===== config.mk =====
export PLATFORM = sky130hd
export DESIGN_NAME = mod_mult
export DESIGN_NICKNAME = d
export VERILOG_FILES = /design/src/rtl/mod_mult.sv
export SDC_FILE = /design/constraint.sdc
export NUM_CORES = 2
export LEC_CHECK = 0
export CORE_UTILIZATION = 57
export DETAILED_ROUTE_END_ITERATION = 10
export PLACE_DENSITY = 0.8
export SLEW_MARGIN = 40
export SYNTH_ARGS = -nofsm -noshare
export SYNTH_HDL_FRONTEND = slang
export SYNTH_SLANG_ARGS = --single-unit

===== constraint.sdc =====
create_clock -name Clk -period 12.02 [get_ports Clk]
set_input_delay 1.803 -clock Clk [delete_from_list [all_inputs] [get_ports Clk]]
set_output_delay 1.803 -clock Clk [all_outputs]
set_load 0.01 [all_outputs]

===== src/rtl/mod_mult.sv =====
// mod_mult: MSB-first interleaved modular multiplier, product = (a*b) mod MODULUS after P_WIDTH+1 cycles.
// Define MOD_MULT_INPUT_REDUCE_EN to fold operands >= MODULUS back into range when Start is accepted.
module mod_mult #(
  parameter int P_WIDTH = 256,
  parameter logic [P_WIDTH-1:0] MODULUS =
    256'hFFFFFFFF_FFFFFFFF_FFFFFFFF_FFFFFFFF_FFFFFFFF_FFFFFFFF_FFFFFFFE_FFFFFC2F
) (
  input  logic               Clk,
  input  logic               Reset,
  input  logic               Start,
  input  logic [P_WIDTH-1:0] a,
  input  logic [P_WIDTH-1:0] b,
  output logic [P_WIDTH-1:0] product,
  output logic               Busy,
  output logic               Done
);
  localparam int CW = P_WIDTH > 1 ? $clog2(P_WIDTH) : 1;
  typedef enum logic [1:0] {IDLE, RUN, DONE} state_t;
  state_t r_state, w_next;
  logic [P_WIDTH-1:0] r_a, r_b, r_acc, w_a_in, w_b_in, w_acc_nxt;
  logic [CW-1:0] r_cnt;
  logic [P_WIDTH+1:0] w_mod, w_dbl, w_dbl_r, w_sum;
`ifdef MOD_MULT_INPUT_REDUCE_EN
  // 2*MODULUS > 2^P_WIDTH, so one subtraction always lands in range
  assign w_a_in = (a >= MODULUS) ? a - MODULUS : a;
  assign w_b_in = (b >= MODULUS) ? b - MODULUS : b;
`else
  assign w_a_in = a;
  assign w_b_in = b;
`endif
  // two guard bits keep the doubled-plus-added value carry-free
  assign w_mod     = {2'b00, MODULUS};
  assign w_dbl     = {1'b0, r_acc, 1'b0};
  assign w_dbl_r   = (w_dbl >= w_mod) ? w_dbl - w_mod : w_dbl;
  assign w_sum     = w_dbl_r + (r_b[r_cnt] ? {2'b00, r_a} : '0);
  assign w_acc_nxt = P_WIDTH'((w_sum >= w_mod) ? w_sum - w_mod : w_sum);
  assign Busy      = r_state != IDLE;
  always_comb begin
    w_next = r_state;
    w_next = (r_state == IDLE) ? (Start ? RUN : IDLE) :
             (r_state == RUN)  ? ((r_cnt == '0) ? DONE : RUN) : IDLE;
  end
  always_ff @(posedge Clk or negedge Reset) begin
    if (!Reset) begin
      r_state <= IDLE;
      r_a     <= '0;
      r_b     <= '0;
      r_acc   <= '0;
      r_cnt   <= '0;
      product <= '0;
      Done    <= 1'b0;
    end else begin
      r_state <= w_next;
      Done    <= r_state == DONE;
      if (r_state == IDLE && Start) begin
        r_a   <= w_a_in;
        r_b   <= w_b_in;
        r_acc <= '0;
        r_cnt <= CW'(P_WIDTH - 1);
      end else if (r_state == RUN) begin
        r_acc <= w_acc_nxt;
        r_cnt <= r_cnt - CW'(1);
      end
      if (r_state == DONE) product <= r_acc;
    end
  end
endmodule


==> flow_metrics.py, run 1 <==
metrics = {
    "status": {
        "status": "stopped before the end",
        "lastStage": "global routing",
        "stop_error": "[ERROR GRT-0116] Global routing finished with congestion. Check the congestion regions in the DRC Viewer.",
    },
    "clock_network": {
        "cts_resized": 0,
        "cts_hold_buf": 0,
        "clk_path_buf_depth": 3,
        "numCtsBuffers": 103,
        "cts_sinks": 1035,
        "ctsHtreeMaxLevel": 3,
        "root_buffer": "clkbuf_16",
        "cts_setup_buffers": 0,
    },
    "global_routing": {
        "grt_pass1_wl_um": 754700,
        "overflow": 20,
        "grt_max_degree": 219,
        "grt_util_all_layers": 0.7322,
        "first_global_vias": 111900,
    },
    "placement": {
        "gp_congestion": 1.213,
        "portBuffers": 772,
        "dp_hpwl_um": 349200,
        "pre_cts_ws_ns": 0.5279,
    },
    "die": {
        "die_height_um": 376.1,
        "ios": 773,
        "fp-row-count": 136,
        "dieWidth_um": 376.1,
        "initial_core_util": 0.5774,
    },
    "logic_synthesis": {
        "synth_nets": 11470,
        "avgSynthCellArea_um2": 7.458,
        "synth_cell_types": 112,
        "synthCells": 10700,
        "ys_warn_count": 0,
        "synth_area_mm2": 0.07979,
        "ys_ff_latch": 1035,
        "synthArstFlopShare": 1.000,
        "ys_seq_area_frac": 0.3246,
        "synth-edff-count": 0,
        "ys.flop_type": "dfrtp_1",
    },
}
synth_stat cells, types with 18 or more instances:
cell type / number / area share
or3_1: 78 / 0.0061
o31ai_1: 45 / 0.0042
o21ai_1: 83 / 0.0052
a21o_1: 95 / 0.0089
clkbuf_1: 438 / 0.021
nand2_1: 3280 / 0.15
ha_1: 259 / 0.041
buf_2: 127 / 0.0080
nand2b_1: 26 / 0.0020
nor2b_1: 29 / 0.0023
a211oi_1: 47 / 0.0044
and2_1: 333 / 0.026
nor2_1: 603 / 0.028
o211ai_1: 51 / 0.0048
a221o_1: 18 / 0.0023
a21oi_1: 554 / 0.035
a221oi_1: 27 / 0.0030
a21boi_0: 30 / 0.0028
and3_1: 122 / 0.0096
or2_2: 31 / 0.0024
nor4b_1: 19 / 0.0021
or4_1: 38 / 0.0036
a31oi_1: 48 / 0.0038
o21a_1: 46 / 0.0043
nand4b_1: 23 / 0.0025
xnor2_1: 409 / 0.045
nand3_1: 367 / 0.023
and4_1: 102 / 0.011
mux4_2: 84 / 0.024
nor4_1: 155 / 0.012
nor3_1: 297 / 0.019
xor2_1: 255 / 0.028
dfrtp_1: 1035 / 0.32
a311oi_1: 23 / 0.0025
mux2i_1: 22 / 0.0028
nand4_1: 374 / 0.029
o21bai_1: 50 / 0.0047
o21ai_0: 588 / 0.037
inv_1: 107 / 0.0050
a22oi_1: 24 / 0.0023
per-stage QoR:
stage | cells | area, um2 | hold WS (ns)
2_1_floorplan | 10700 | 79790 | 0.4374
3_3_place_gp | 14480 | 101100 | 0.4495
3_5_place_dp | 14480 | 101200 | 0.4541
4_1_cts | 14670 | 104900 | 0.4694
kinds of logic after synthesis:
| family | after synthesis | share of synthesized area |
|---|---|---|
| AND/OR/NAND/NOR | 5978 | 0.3466 |
| adder cells (fa/ha/maj) | 260 | 0.04087 |
| flip-flops | 1035 | 0.3246 |
| XOR/XNOR | 665 | 0.07323 |
| buffers and inverters | 697 | 0.03516 |
| AO/OA/AOI/OAI | 1949 | 0.1520 |
| multiplexers | 114 | 0.02760 |
layer usage:
| layer | overflow | track usage |
|---|---|---|
| met5 | 1 | 0.2415 |
| met2 | 0 | 0.9127 |
| met3 | 0 | 0.5388 |
| met1 | 0 | 0.7465 |
| met4 | 19 | 0.7314 |
==> run 2: changes to the inputs <==
CORE_UTILIZATION = 40   (was 57)
PLACE_DENSITY = unset   (was 0.8)
PLACE_DENSITY_LB_ADDON = 0.15   (was unset)
==> flow_metrics.py, run 2 <==
metrics = {
    "status": {
        "status": "completed",
    },
    "global_routing": {
        "antenna_found_initial": 21,
        "overflow": 0,
        "first_global_vias": 93530,
        "grt_pass1_wl_um": 655200,
        "grt_max_degree": 196,
        "grt_util_all_layers": 0.4432,
    },
    "setup_path": {
        "cp_slowest_stage_delay_ns": 0.60,
        "endpoint_kind": "flip-flop",
        "arrival_ns": 12.66,
        "timing.critical_path.mode_cell": "buf_4",
        "path_class": "reg -> reg",
        "crit_slowest_cell": "nand4_1",
        "cp_data_required_time_ns": 12.74,
        "cp_max_fo": 28,
        "start_kind": "flip-flop",
    },
    "logic_synthesis": {
        "synth-edff-count": 0,
        "synthArstFlopShare": 1.000,
        "ys.flop_type": "dfrtp_1",
        "ys_ff_latch": 1035,
        "synth_area_mm2": 0.07979,
        "yosysMostFrequentCell": "nand2_1",
        "synth.area.top_cells": "dfrtp_1 (32%), nand2_1 (15%), xnor2_1 (4.5%), ha_1 (4.1%), o21ai_0 (3.7%)",
        "synth_cell_types": 112,
        "avgSynthCellArea_um2": 7.458,
        "ys_seq_area_frac": 0.3246,
        "synth_top_area_cell": "dfrtp_1",
        "synth_nets": 11470,
        "synthTopCellsByCount": "nand2_1 (3280), dfrtp_1 (1035), nor2_1 (603)",
        "synth.top_cell.area_share": 0.3246,
        "synthCells": 10700,
        "ys_warn_count": 0,
    },
    "route": {
        "viasPerCell": 6.019,
        "drc": 0,
        "drt_wl_total_um": 461300,
        "first_pass_iters": 6,
        "antenna_left": 0,
        "routedWlPerCell_um": 28.84,
        "num_vias": 96290,
        "drt_iter0_drc": 11540,
    },
    "clock_network": {
        "root_buffer": "clkbuf_16",
        "tritoncts": "yes",
        "cts_sinks": 1035,
        "clk_pin_slew_ns": 0.06,
        "clk_path_buf_depth": 3,
        "insertion_delay_ns": 0.86,
        "ctsHtreeMaxLevel": 3,
        "numCtsBuffers": 108,
        "cts_hold_buf": 0,
    },
    "final_layout": {
        "fin_area_mm2": 0.1104,
        "nets": 14020,
        "drive_above_1_share": 0.2045,
        "multi_input_area_mm2": 0.05146,
        "syn2layout_area_growth_pct": 38.38,
        "fin_cells": 16000,
        "final_cell_mix": "nand2_1 (3279), buf_4 (2192), dfrtp_1 (1030)",
        "final-seq-area_mm2": 0.02591,
        "final_common_cell": "nand2_1",
        "nFillCells": 18410,
    },
    "timing": {
        "finalMaxSlewViolations": 0,
        "max_freq_ghz": 0.08373,
        "period_minus_slack_ns": 11.94,
        "finalHoldViolations": 0,
        "fin_tns_setup_ns": 0,
        "setup_violations": 0,
        "worst_pin_slew_ns": 1.028,
        "maxSlewHeadroom": 0.3148,
        "finalClockSkew_ns": 0.09804,
        "period_share": 0.9936,
    },
    "die": {
        "die_height_um": 448.6,
        "ios": 773,
        "fp-row-count": 163,
        "dieWidth_um": 448.6,
        "initial_core_util": 0.4033,
        "die_area_mm2": 0.2013,
        "coreArea_mm2": 0.1978,
    },
    "placement": {
        "dp_hpwl_um": 386600,
        "dpl_cell_area_mm2": 0.1063,
        "gp_congestion": 1.126,
        "portBuffers": 772,
        "placedCellCount": 15770,
    },
    "power_and_ir_drop": {
        "power_density_mw_per_mm2": 66.56,
        "ir_drop_v": 0.0001184,
        "p_total_w": 0.007349,
        "p_leak_nw": 51.42,
    },
    "worst_hold_path": {
        "hold_path_class": "reg -> reg",
    },
    "run": {
        "max-cap-violations": 0,
    },
}
==> run 2: cells by family after synthesis <==
kind of cell / Yosys count / share of synthesized area
compound gates: 1949 / 0.1520
xor+xnor: 665 / 0.07323
fa+ha+maj: 260 / 0.04087
buf+inv: 697 / 0.03516
flops: 1035 / 0.3246
mux: 114 / 0.02760
simple gates: 5978 / 0.3466
==> run 2: metrics by stage <==
stage | utilization | worst slack, ns | hold slack [ns]
3_5_place_dp | 0.5372 | -0.8061 | 0.4537
6_report | 0.5581 | 0.07708 | 0.4659
4_1_cts | 0.5566 | 0.04884 | 0.4684
3_3_place_gp | 0.5362 | -0.8184 | 0.4505
2_1_floorplan | - | 2.309 | 0.4374
5_1_grt | 0.5580 | -0.0003624 | 0.4832
==> run 2: critical path, delay by kind of cell, from the launching register on <==
| family | cells | cell delay (ns) |
|---|---|---|
| and+or+nand+nor | 23 | 6.17 |
| DFF | 1 | 0.52 |
| xor gates and xnor gates | 3 | 0.60 |
| adders and majority gates | 1 | 0.42 |
| buffers and inverters | 17 | 3.23 |
| AOI/OAI and AO/OA | 4 | 0.80 |
==> run 2: layout make-up <==
| class | instances | area share |
|---|---|---|
| inverter | 108 | 0.003785 |
| multi-input combinational | 8966 | 0.4661 |
| antenna | 18 | 0.0004080 |
| clock inverter | 49 | 0.006335 |
| sequential | 1035 | 0.2347 |
| clock buffer | 151 | 0.02811 |
| timing repair buffer | 3030 | 0.2307 |
| tap | 2640 | 0.02992 |
==> run 2: worst paths after layout <==
check / from / endpoint / slack (ns) / depth (start not counted)
max: r_acc[232] / r_acc[29] / 0.08 / 48
min: r_a[174] / r_a[174] / 0.47 / 2
max reg2reg: r_acc[232] / r_acc[29] / 0.08 / 48
min reg2reg: r_a[174] / r_a[174] / 0.47 / 2
max in group asynchronous: Reset / product[218] / 8.60 / 6
min in group asynchronous: Reset / r_a[89] / 0.89 / 1
==> run 2: what timing repair did <==
action / CTS / global route
gates resized for setup: 4 / 21
hold endpoints to repair: 0 / 0
pin swaps: 1 / 3
endpoints found under the setup margin: 256 / 249
buffers inserted: 2 / 1
==> run 2: metal layers <==
layer,wire length (um),up-vias,global-route usage
li1,-,42620,-
met1,180100,46980,0.5569
met2,200200,5514,0.6844
met3,43850,1159,0.09781
met4,37010,12,0.2897
met5,73,-,0
==> run 2: power by group <==
part	switching [W]	internal, W	leakage [nW]
clock network	0.00157	0.00203	1.85
logic	0.000101	0.000157	35.6
registers	0	0.00348	14.0
Note: power is estimated with default switching activity, not from simulation.
